==> src/rtl/tri_bus_pkg.sv <==
//------------------------------------------------------------------------------
// tri_bus_pkg
//
// Shared definitions for the tri-state bus arbiter slice.
//
// Contents:
//   arb_state_e     - controller state encoding (IDLE / OWN / TURN), 2 bits
//   N_REQ_DEF       - default number of requesters
//   TURNAROUND_DEF  - default idle gap between two owners, in cycles
//   MAX_HOLD_DEF    - default ownership limit used by the hold timeout
//   HOLD_W          - width of the hold counter
//   TURN_W          - width of the turnaround counter (TURNAROUND <= 7)
//   id_width()      - index width for a given requester count
//------------------------------------------------------------------------------
package tri_bus_pkg;

    typedef enum logic [1:0] {
        ST_IDLE = 2'd0,   // no owner, arbitrating every cycle
        ST_OWN  = 2'd1,   // exactly one enable high
        ST_TURN = 2'd2    // all enables low, counting the gap
    } arb_state_e;

    localparam int N_REQ_DEF      = 4;
    localparam int TURNAROUND_DEF = 1;
    localparam int MAX_HOLD_DEF   = 8;

    localparam int HOLD_W = 8;
    localparam int TURN_W = 3;

    // Number of bits needed to hold an index 0..n-1 (at least 1).
    function automatic int id_width(input int n);
        return (n <= 2) ? 1 : $clog2(n);
    endfunction

endpackage : tri_bus_pkg

==> src/rtl/tri_bus_arbiter_rr_pick.sv <==
//------------------------------------------------------------------------------
// rr_pick
//
// Combinational round-robin picker. The request vector is rotated so that the
// position after the previous owner lands on bit 0, a fixed lowest-bit-first
// priority is applied, and the winning position is rotated back to an
// absolute index.
//
// Ports:
//   req       in   N_REQ  request vector
//   last      in   ID_W   index of the most recent owner
//   grant     out  N_REQ  one-hot winner (all zero when nothing is requested)
//   grant_id  out  ID_W   index of the winner (0 when found is low)
//   found     out  1      at least one request is pending
//------------------------------------------------------------------------------
module rr_pick
    import tri_bus_pkg::*;
#(
    parameter int N_REQ = N_REQ_DEF,
    parameter int ID_W  = id_width(N_REQ)
) (
    input  logic [N_REQ-1:0] req,
    input  logic [ID_W-1:0]  last,
    output logic [N_REQ-1:0] grant,
    output logic [ID_W-1:0]  grant_id,
    output logic             found
);

    int               start;
    int               pick;
    logic [ID_W-1:0]  idx;
    logic [N_REQ-1:0] rot_req;

    // NOTE: every variable assigned in this block gets a default value first,
    // so no path through it can leave a value unassigned and infer a latch.
    always_comb begin
        start    = 0;
        pick     = 0;
        idx      = '0;
        rot_req  = '0;
        found    = 1'b0;
        grant    = '0;
        grant_id = '0;

        // Search starts one past the previous owner, wrapping at N_REQ.
        start = (int'(last) >= N_REQ - 1) ? 0 : int'(last) + 1;

        for (int i = 0; i < N_REQ; i++) begin
            idx        = ID_W'((i + start) % N_REQ);
            rot_req[i] = req[idx];
        end

        // Walking downwards lets the lowest set bit overwrite any higher one,
        // which gives first-set priority without an early exit.
        for (int i = N_REQ - 1; i >= 0; i--) begin
            if (rot_req[i]) begin
                found = 1'b1;
                pick  = i;
            end
        end

        if (found) begin
            grant_id        = ID_W'((pick + start) % N_REQ);
            grant[grant_id] = 1'b1;
        end
    end

endmodule : rr_pick

==> src/rtl/tri_bus_arbiter.sv <==
//------------------------------------------------------------------------------
// tri_bus_arbiter
//
// Round-robin owner sequencer for a shared tri-state net. It owns the
// per-source drive enables so that at most one source drives the net and a
// turnaround gap of TURNAROUND all-low cycles always separates two owners.
//
// Optional feature: define TRI_BUS_ARB_TIMEOUT_EN to enable the hold timeout.
// With it, an owner still requesting after MAX_HOLD cycles of ownership is
// forcibly released and `preempt` pulses for the first gap cycle. Without it,
// there is no hold counter and `preempt` is tied low.
//
// Parameters:
//   N_REQ       number of requesters (2..16)
//   TURNAROUND  idle cycles between owners (1..7)
//   MAX_HOLD    ownership limit in cycles (2..255), timeout build only
//
// Ports:
//   clk        in   1      rising-edge clock
//   rst_n      in   1      synchronous active-low reset
//   req        in   N_REQ  level request per source
//   oe         out  N_REQ  one-hot-or-zero drive enable per source
//   owner_vld  out  1      high while any enable is high
//   owner_id   out  ID_W   index of the current owner, 0 when none
//   preempt    out  1      one-cycle pulse on a forced release
//
// All outputs come straight from registers.
//------------------------------------------------------------------------------
module tri_bus_arbiter
    import tri_bus_pkg::*;
#(
    parameter int N_REQ      = N_REQ_DEF,
    parameter int TURNAROUND = TURNAROUND_DEF,
    parameter int MAX_HOLD   = MAX_HOLD_DEF,
    localparam int ID_W      = id_width(N_REQ)
) (
    input  logic             clk,
    input  logic             rst_n,
    input  logic [N_REQ-1:0] req,
    output logic [N_REQ-1:0] oe,
    output logic             owner_vld,
    output logic [ID_W-1:0]  owner_id,
    output logic             preempt
);

    // Elaboration-time parameter range checks.
    if (N_REQ < 2 || N_REQ > 16) begin : g_bad_n_req
        $error("tri_bus_arbiter: N_REQ out of range 2..16");
    end
    if (TURNAROUND < 1 || TURNAROUND > 7) begin : g_bad_turnaround
        $error("tri_bus_arbiter: TURNAROUND out of range 1..7");
    end
    if (MAX_HOLD < 2 || MAX_HOLD > 255) begin : g_bad_max_hold
        $error("tri_bus_arbiter: MAX_HOLD out of range 2..255");
    end

    //--------------------------------------------------------------------------
    // State and output registers
    //--------------------------------------------------------------------------
    arb_state_e       state_q,     state_d;
    logic [N_REQ-1:0] oe_q,        oe_d;
    logic             vld_q,       vld_d;
    logic [ID_W-1:0]  id_q,        id_d;
    logic [ID_W-1:0]  last_q,      last_d;
    logic [TURN_W-1:0] turn_cnt_q, turn_cnt_d;
`ifdef TRI_BUS_ARB_TIMEOUT_EN
    logic [HOLD_W-1:0] hold_cnt_q, hold_cnt_d;
    logic              preempt_q,  preempt_d;
    logic              hold_hit;
`endif

    //--------------------------------------------------------------------------
    // Round-robin picker
    //--------------------------------------------------------------------------
    logic [N_REQ-1:0] pick_grant;
    logic [ID_W-1:0]  pick_id;
    logic             pick_found;

    rr_pick #(
        .N_REQ (N_REQ),
        .ID_W  (ID_W)
    ) u_rr_pick (
        .req      (req),
        .last     (last_q),
        .grant    (pick_grant),
        .grant_id (pick_id),
        .found    (pick_found)
    );

    // The current owner still wants the bus. Only the owner's bit matters;
    // other requesters are ignored while the bus is owned.
    logic owner_req;
    assign owner_req = |(req & oe_q);

`ifdef TRI_BUS_ARB_TIMEOUT_EN
    // Hold count starts at 0 on the grant edge, so reaching MAX_HOLD-1 means
    // MAX_HOLD cycles of ownership will have elapsed at the next edge.
    assign hold_hit = (hold_cnt_q == HOLD_W'(MAX_HOLD - 1));
`endif

    //--------------------------------------------------------------------------
    // Next-state logic
    //--------------------------------------------------------------------------
    logic arb_en;
    logic release_bus;

    always_comb begin
        state_d     = state_q;
        oe_d        = oe_q;
        vld_d       = vld_q;
        id_d        = id_q;
        last_d      = last_q;
        turn_cnt_d  = turn_cnt_q;
        arb_en      = 1'b0;
        release_bus = 1'b0;
`ifdef TRI_BUS_ARB_TIMEOUT_EN
        hold_cnt_d  = hold_cnt_q;
        preempt_d   = 1'b0;
`endif

        unique case (state_q)
            ST_IDLE: arb_en = 1'b1;

            ST_OWN: begin
                // A voluntary drop takes precedence over the timeout, so a
                // drop on the expiry edge is a normal release.
                if (!owner_req) begin
                    release_bus = 1'b1;
                end
`ifdef TRI_BUS_ARB_TIMEOUT_EN
                else if (hold_hit) begin
                    release_bus = 1'b1;
                    preempt_d   = 1'b1;
                end else begin
                    hold_cnt_d  = hold_cnt_q + 1'b1;
                end
`endif
            end

            ST_TURN: begin
                if (turn_cnt_q == '0) begin
                    arb_en = 1'b1;
                end else begin
                    turn_cnt_d = turn_cnt_q - 1'b1;
                end
            end

            default: state_d = ST_IDLE;
        endcase

        if (release_bus) begin
            state_d    = ST_TURN;
            oe_d       = '0;
            vld_d      = 1'b0;
            id_d       = '0;
            turn_cnt_d = TURN_W'(TURNAROUND - 1);
        end

        // Arbitration: a winner goes straight to OWN; `last` moves to the
        // winner so a preempted source that keeps requesting ends up behind
        // everyone else.
        if (arb_en) begin
            if (pick_found) begin
                state_d    = ST_OWN;
                oe_d       = pick_grant;
                vld_d      = 1'b1;
                id_d       = pick_id;
                last_d     = pick_id;
`ifdef TRI_BUS_ARB_TIMEOUT_EN
                hold_cnt_d = '0;
`endif
            end else begin
                state_d    = ST_IDLE;
                oe_d       = '0;
                vld_d      = 1'b0;
                id_d       = '0;
            end
        end
    end

    //--------------------------------------------------------------------------
    // Registers
    //--------------------------------------------------------------------------
    // NOTE: sequential state uses non-blocking assignments so every register
    // samples the pre-edge values, independent of statement order.
    always_ff @(posedge clk) begin
        if (!rst_n) begin
            // Reset drops the enable immediately, even mid-ownership; there
            // is no turnaround on the way into reset.
            state_q    <= ST_IDLE;
            oe_q       <= '0;
            vld_q      <= 1'b0;
            id_q       <= '0;
            last_q     <= ID_W'(N_REQ - 1);
            turn_cnt_q <= '0;
`ifdef TRI_BUS_ARB_TIMEOUT_EN
            hold_cnt_q <= '0;
            preempt_q  <= 1'b0;
`endif
        end else begin
            state_q    <= state_d;
            oe_q       <= oe_d;
            vld_q      <= vld_d;
            id_q       <= id_d;
            last_q     <= last_d;
            turn_cnt_q <= turn_cnt_d;
`ifdef TRI_BUS_ARB_TIMEOUT_EN
            hold_cnt_q <= hold_cnt_d;
            preempt_q  <= preempt_d;
`endif
        end
    end

    assign oe        = oe_q;
    assign owner_vld = vld_q;
    assign owner_id  = id_q;
`ifdef TRI_BUS_ARB_TIMEOUT_EN
    assign preempt   = preempt_q;
`else
    assign preempt   = 1'b0;
`endif

endmodule : tri_bus_arbiter

==> config.mk <==
export PLATFORM = sky130hd
export DESIGN_NAME = tri_bus_arbiter
export DESIGN_NICKNAME = d
export VERILOG_FILES = /design/src/rtl/tri_bus_pkg.sv /design/src/rtl/tri_bus_arbiter_rr_pick.sv /design/src/rtl/tri_bus_arbiter.sv
export SDC_FILE = /design/constraint.sdc
export NUM_CORES = 1
export LEC_CHECK = 0
export CORE_MARGIN = 3
export CORE_UTILIZATION = 30
export DETAILED_ROUTE_END_ITERATION = 10
export HOLD_SLACK_MARGIN = 0.15
export SYNTH_ARGS = -nofsm -noshare
export SYNTH_HDL_FRONTEND = slang
export SYNTH_HIERARCHICAL = 1
export SYNTH_SLANG_ARGS = --single-unit
==> constraint.sdc <==
create_clock -name clk -period 6.1 [get_ports clk]
set_input_delay 0.61 -clock clk [delete_from_list [all_inputs] [get_ports clk]]
set_output_delay 0.61 -clock clk [all_outputs]
set_load 0.05 [all_outputs]
==> flow_summary.ini, run 1 <==
[cts]
cts_tree = built
cts_resized = 0
clock_latency_ns = 0.29
path_clk_slew_ns = 0.09
clockBufferDepth = 2
h-tree-depth = 1
cts_hold_buf = 0
cts_root_buf = clkbuf_4
cts_setup_buffers = 0
cts_made_buffers = 3
clkSinkCount = 14

[global_routing]
grt_pass1_wl_um = 4240
track_usage = 0.122
grt_remaining_overflow = 0
grt_pass1_vias = 885
antenna_found_initial = 0
grt_max_degree = 21

[synth]
synth_edf_count = 0
syn_area_per_cell_um2 = 8.04
ys.flop_type = dfxtp_1
synth_top_family_by_area = compound AO/OA/AOI/OAI gates
synth_xor_xnor_area_share = 0.00806
syn_nets = 145
ys_seq_elements = 14
yosys_warnings = 6
netlist_instances = 135
yosysSeqAreaShare = 0.258
synth_area_mm2 = 0.00109
synth_compound_area_frac = 0.316
synthMuxAreaShare = 0
synth-adder-area-share = 0.0461
async_reset_ff_frac = 0
synth_cell_types = 50
synth-simple-area-share = 0.283

[place]
place.gp.congestion = 0.784
hpwl_um = 1820
placement.io_buffers = 12
dp_cells = 183

[critical_path]
start_kind = primary input
worstRegToRegCells = 12
worstSetupPathType = primary input to flop
cp.required_ns = 6.33
path_max_fanout = 9
ff2ff_setup_slack_ns = 3.02
cp.arrival_ns = 3.61
r2r_start = last_q[0]$_SDFFE_PN1P_
end_kind = flop
r2r_end = owner_id[1]$_SDFFE_PN0P_

[finish]
diodes = 0
fillCellCount = 362
layout_commonest_cell = dfxtp_1
fin_nets = 152
final_cells = 187
final_cell_mix = dfxtp_1 (14), clkdlybuf4s50_1 (12), o211ai_1 (11)
syn2layout_area_growth_pct = 15.0
finalCoreUtilization = 0.366
layout-drive-gt1-share = 0.0709

[detailed_routing]
dr.pass1.iters = 4
num_vias = 1067
ant_nets = 0
drt_drc_violations_left = 0
drt_iter0_drc = 137
viasPerCell = 5.71
wl_per_cell_um = 13.6
drt-total-wl_um = 2550

[die]
core_area_mm2 = 0.00342
die_w_um = 66.2
die_h_um = 66.2
start_util = 0.318
num_rows = 21
die_area_mm2 = 0.00438
boundaryPins = 14

[power]
vdd_drop_max_mv = 0.172
total_power_uw = 617
power.leakage_nw = 0.468
pwr_density_cell_mw_per_mm2 = 494

[timing]
rsz0062_at_grt = no
max_freq_mhz = 296
tightest_slew_ns = 0.677
fin_crit_sh = 0.554
hold_slack_ns = 0.486
fin_setup_tns_ns = 0
drv_slew = 0
setup_viol = 0
relSlewSlack = 0.547
period_needed_ns = 3.38
skew_ns = 0.00382
hold_violations = 0

[min_path]
holdPathEnd = turn_cnt_q[1]$_SDFFE_PP0P_
whs_path_depth = 2
worstHoldPathType = flop to flop
min_from = turn_cnt_q[1]$_SDFFE_PP0P_

[run]
maxCapViolations = 0

[outcome]
outcome = complete, no violations
-- stage by stage --
stage                     area (µm²)  worst slack [ns]
after floorplan                 1090              3.37
after global placement          1210              2.57
after detailed placement        1210              2.46
after CTS                       1250              2.77
after global routing            1250              2.57
final                           1250              2.72
-- report_power, final --
part / total, mW / leakage (nW) / switching (mW) / internal, mW
registers: 0.159 / 0.115 / 0.0378 / 0.122
clock network: 0.0696 / 0.0210 / 0.0332 / 0.0364
logic: 0.388 / 0.332 / 0.243 / 0.145
total: 0.617 / 0.468 / 0.314 / 0.302
-- how the worst max path moves through the flow --
stage,startpoint,to,slack [ns]
2_1_floorplan,req[3],last_q[1]$_SDFFE_PN1P_,3.37
3_3_place_gp,req[0],oe[3]$_SDFFE_PN0P_,2.57
4_1_cts,req[0],oe[3]$_SDFFE_PN0P_,2.77
5_1_grt,req[0],last_q[1]$_SDFFE_PN1P_,2.57
6_report,req[0],owner_id[1]$_SDFFE_PN0P_,2.72
3_5_place_dp,req[0],oe[3]$_SDFFE_PN0P_,2.46
-- routing by layer --
layer	vias to the layer above	part of all wire	GRT usage
met5	-	0	0
met4	0	0.015	0.0609
met3	4	0.041	0.0170
met2	23	0.44	0.166
met1	507	0.50	0.182
li1	533	-	-
-- final cells by class --
class / count / area [µm²] / area share
multi-input cells: 100 / 713 / 0.571
flip-flops and latches: 14 / 280 / 0.224
inverters: 11 / 41.3 / 0.0331
clock buffers: 4 / 36.3 / 0.0291
well taps: 46 / 57.6 / 0.0461
repair buffers: 12 / 120 / 0.0962
-- cell families (layout without fill, tap and decap cells) --
group / Yosys count / in the layout
xor+xnor: 1 / 1
compound gates: 44 / 44
simple gates: 50 / 50
flops: 14 / 14
buf+inv: 21 / 27
fa+ha+maj: 4 / 4
other cells: 1 / 1
-- state kept, by name, summed over array words and instances (netlist names) --
| name | flops |
|---|---|
| last_q | 2 |
| owner_vld | 1 |
| turn_cnt_q | 3 |
| owner_id | 2 |
| oe | 4 |
| state_q | 2 |
-- worst max-delay path, stage by stage --
cell	delay (ns)
clkdlybuf4s50_1	0.64
or4b_2	0.60
o311ai_0	0.12
o21ai_0	0.15
nand3_1	0.10
ha_1	0.15
xnor2_1	0.15
o311a_1	0.19
a211oi_1	0.40
and4_1	0.29
o211ai_1	0.12
nand3_1	0.09
-- Yosys cell counts (2+ instances only) --
library cell / count / area [µm²]
dfxtp_1: 14 / 280
o211ai_1: 11 / 82.6
inv_1: 10 / 37.5
nand3_1: 7 / 35.0
nor2_1: 7 / 26.3
clkbuf_1: 6 / 22.5
nand4_1: 6 / 37.5
o2111ai_1: 6 / 52.6
o21ai_0: 5 / 25.0
ha_1: 4 / 50.1
nand2b_1: 4 / 25.0
a21oi_1: 3 / 15.0
a22o_1: 3 / 26.3
nand2_1: 3 / 11.3
nor3_1: 3 / 15.0
nor4_1: 3 / 18.8
a31oi_1: 2 / 12.5
buf_2: 2 / 10.0
nor2b_1: 2 / 12.5
o21a_1: 2 / 15.0
o2bb2ai_1: 2 / 17.5
or3_1: 2 / 12.5
Note: power is estimated with default switching activity, not from simulation.
==> run 2, diff against run 1 <==
Clock period 6.1 ns to 2.85 ns, I/O delays scaled along.
==> flow_summary.ini, run 2 (synthesis results as in run 1) <==
[timing]
period_needed_ns = 2.62
drv_slew = 0
fin_crit_sh = 0.920
relSlewSlack = 0.566
rsz0062_at_grt = no
setup_viol = 0
skew_ns = 0.000860
hold_violations = 0
tightest_slew_ns = 0.649
max_freq_mhz = 381

[detailed_routing]
wl_per_cell_um = 14.2
drt_iter0_drc = 67
wl_met2_um = 1280
dr_wl_met3_um = 119
dr.max_layer_used = met4
viasPerCell = 5.60
drt_drc_violations_left = 0
drt-total-wl_um = 2760
num_vias = 1087
ant_nets = 0
dr.pass1.iters = 4
wl_met1_um = 1300

[finish]
fin_nets = 159
seqCellArea_um2 = 282
largest_reg_flops = 4
fillCellCount = 368
diodes = 0
layout_commonest_cell = dfxtp_1
syn2layout_area_growth_pct = 26.6
layout-drive-gt1-share = 0.189
final_cells = 194
final_cell_mix = dfxtp_1 (13), clkdlybuf4s50_1 (12), o211ai_1 (11)
multi_input_area_um2 = 786
finalCoreUtilization = 0.403

[critical_path]
path_max_fanout = 6
worstSetupPathType = flop to flop
end_kind = flop
start_kind = flop
cp.arrival_ns = 2.77
cp.required_ns = 3.00

[cts]
h-tree-depth = 1
cts_root_buf = clkbuf_4
cts_setup_buffers = 0
cts_hold_buf = 0
path_clk_slew_ns = 0.09
cts_tree = built
clock_latency_ns = 0.29
clockBufferDepth = 2
clkSinkCount = 14
cts_made_buffers = 3

[global_routing]
antenna_found_initial = 0
grt_remaining_overflow = 0
grt_pass1_wl_um = 4720
grt_max_degree = 21
grt_pass1_vias = 1019
track_usage = 0.137

[die]
die_area_mm2 = 0.00438
boundaryPins = 14
core_area_mm2 = 0.00342
die_w_um = 66.2
num_rows = 21
start_util = 0.318
die_h_um = 66.2

[place]
dp_cells = 190
placement.io_buffers = 12
place.gp.congestion = 0.840
hpwl_um = 1950

[power]
vdd_drop_max_mv = 0.613
pwr_density_cell_mw_per_mm2 = 1090
power.leakage_nw = 0.510

[outcome]
outcome = complete, no violations

[min_path]
worstHoldPathType = flop to flop

[run]
maxCapViolations = 0
run 2: cell count changes in the layout (fill, tap and decap cells not counted), sizes merged:
cell | before | now
buf | 0 | 7
run 2: report_power, final:
part           leakage [nW]  switching [mW]  total, mW  internal, mW
sequential            0.115          0.0768      0.338         0.262
combinational         0.375           0.595       1.01         0.417
clock                0.0210          0.0712      0.149        0.0780
run 2: worst max-delay path, cell delays in order, from the launching register on:
cell	delay, ns
dfxtp_2	0.33
ha_2	0.20
or4b_4	0.55
o311ai_2	0.10
o21ai_1	0.10
nand3_1	0.11
ha_4	0.17
xnor2_4	0.15
o311a_1	0.25
a211oi_2	0.09
and4_1	0.23
o211ai_1	0.08
o211ai_1	0.10
run 2: stage by stage:
stage	hold WS (ns)	TNS, ns	area [µm²]	total power, mW	setup WS (ns)
3_5_place_dp	0.484	-1.46	1260	1.20	-0.310
2_1_floorplan	0.452	0	1090	0.967	0.121
5_1_grt	0.525	0	1380	1.61	0.0806
3_3_place_gp	0.464	-0.941	1260	1.19	-0.204
4_1_cts	0.498	0	1330	1.41	0.00619
6_report	0.496	0	1380	1.50	0.227
run 2: layer usage:
layer  vias up  global-route usage
met5         -                   0
met1       513               0.178
met3         5              0.0238
li1        547                   -
met2        22               0.217
met4         0              0.0609
run 2: final timing paths:
check	from	endpoint	slack [ns]	depth (start not counted)
worst max-delay path	last_q[0]$_SDFFE_PN1P_	last_q[1]$_SDFFE_PN1P_	0.23	12
worst min-delay path	turn_cnt_q[1]$_SDFFE_PP0P_	turn_cnt_q[1]$_SDFFE_PP0P_	0.50	2
worst max register to register	last_q[0]$_SDFFE_PN1P_	last_q[1]$_SDFFE_PN1P_	0.23	12
worst min register to register	turn_cnt_q[1]$_SDFFE_PP0P_	turn_cnt_q[1]$_SDFFE_PP0P_	0.50	2
run 2: repair_timing:
item / in CTS / in global routing
endpoints found under the setup margin: 6 / 6
gates resized for setup: 6 / 10
pin swaps: 2 / 6
endpoints found under the hold margin: 0 / 0
run 2: layout make-up:
type,count,area share
multi-input cells,100,0.571
flip-flops and latches,14,0.205
well taps,46,0.0419
repair buffers,19,0.126
inverters,11,0.0300
clock buffers,4,0.0264
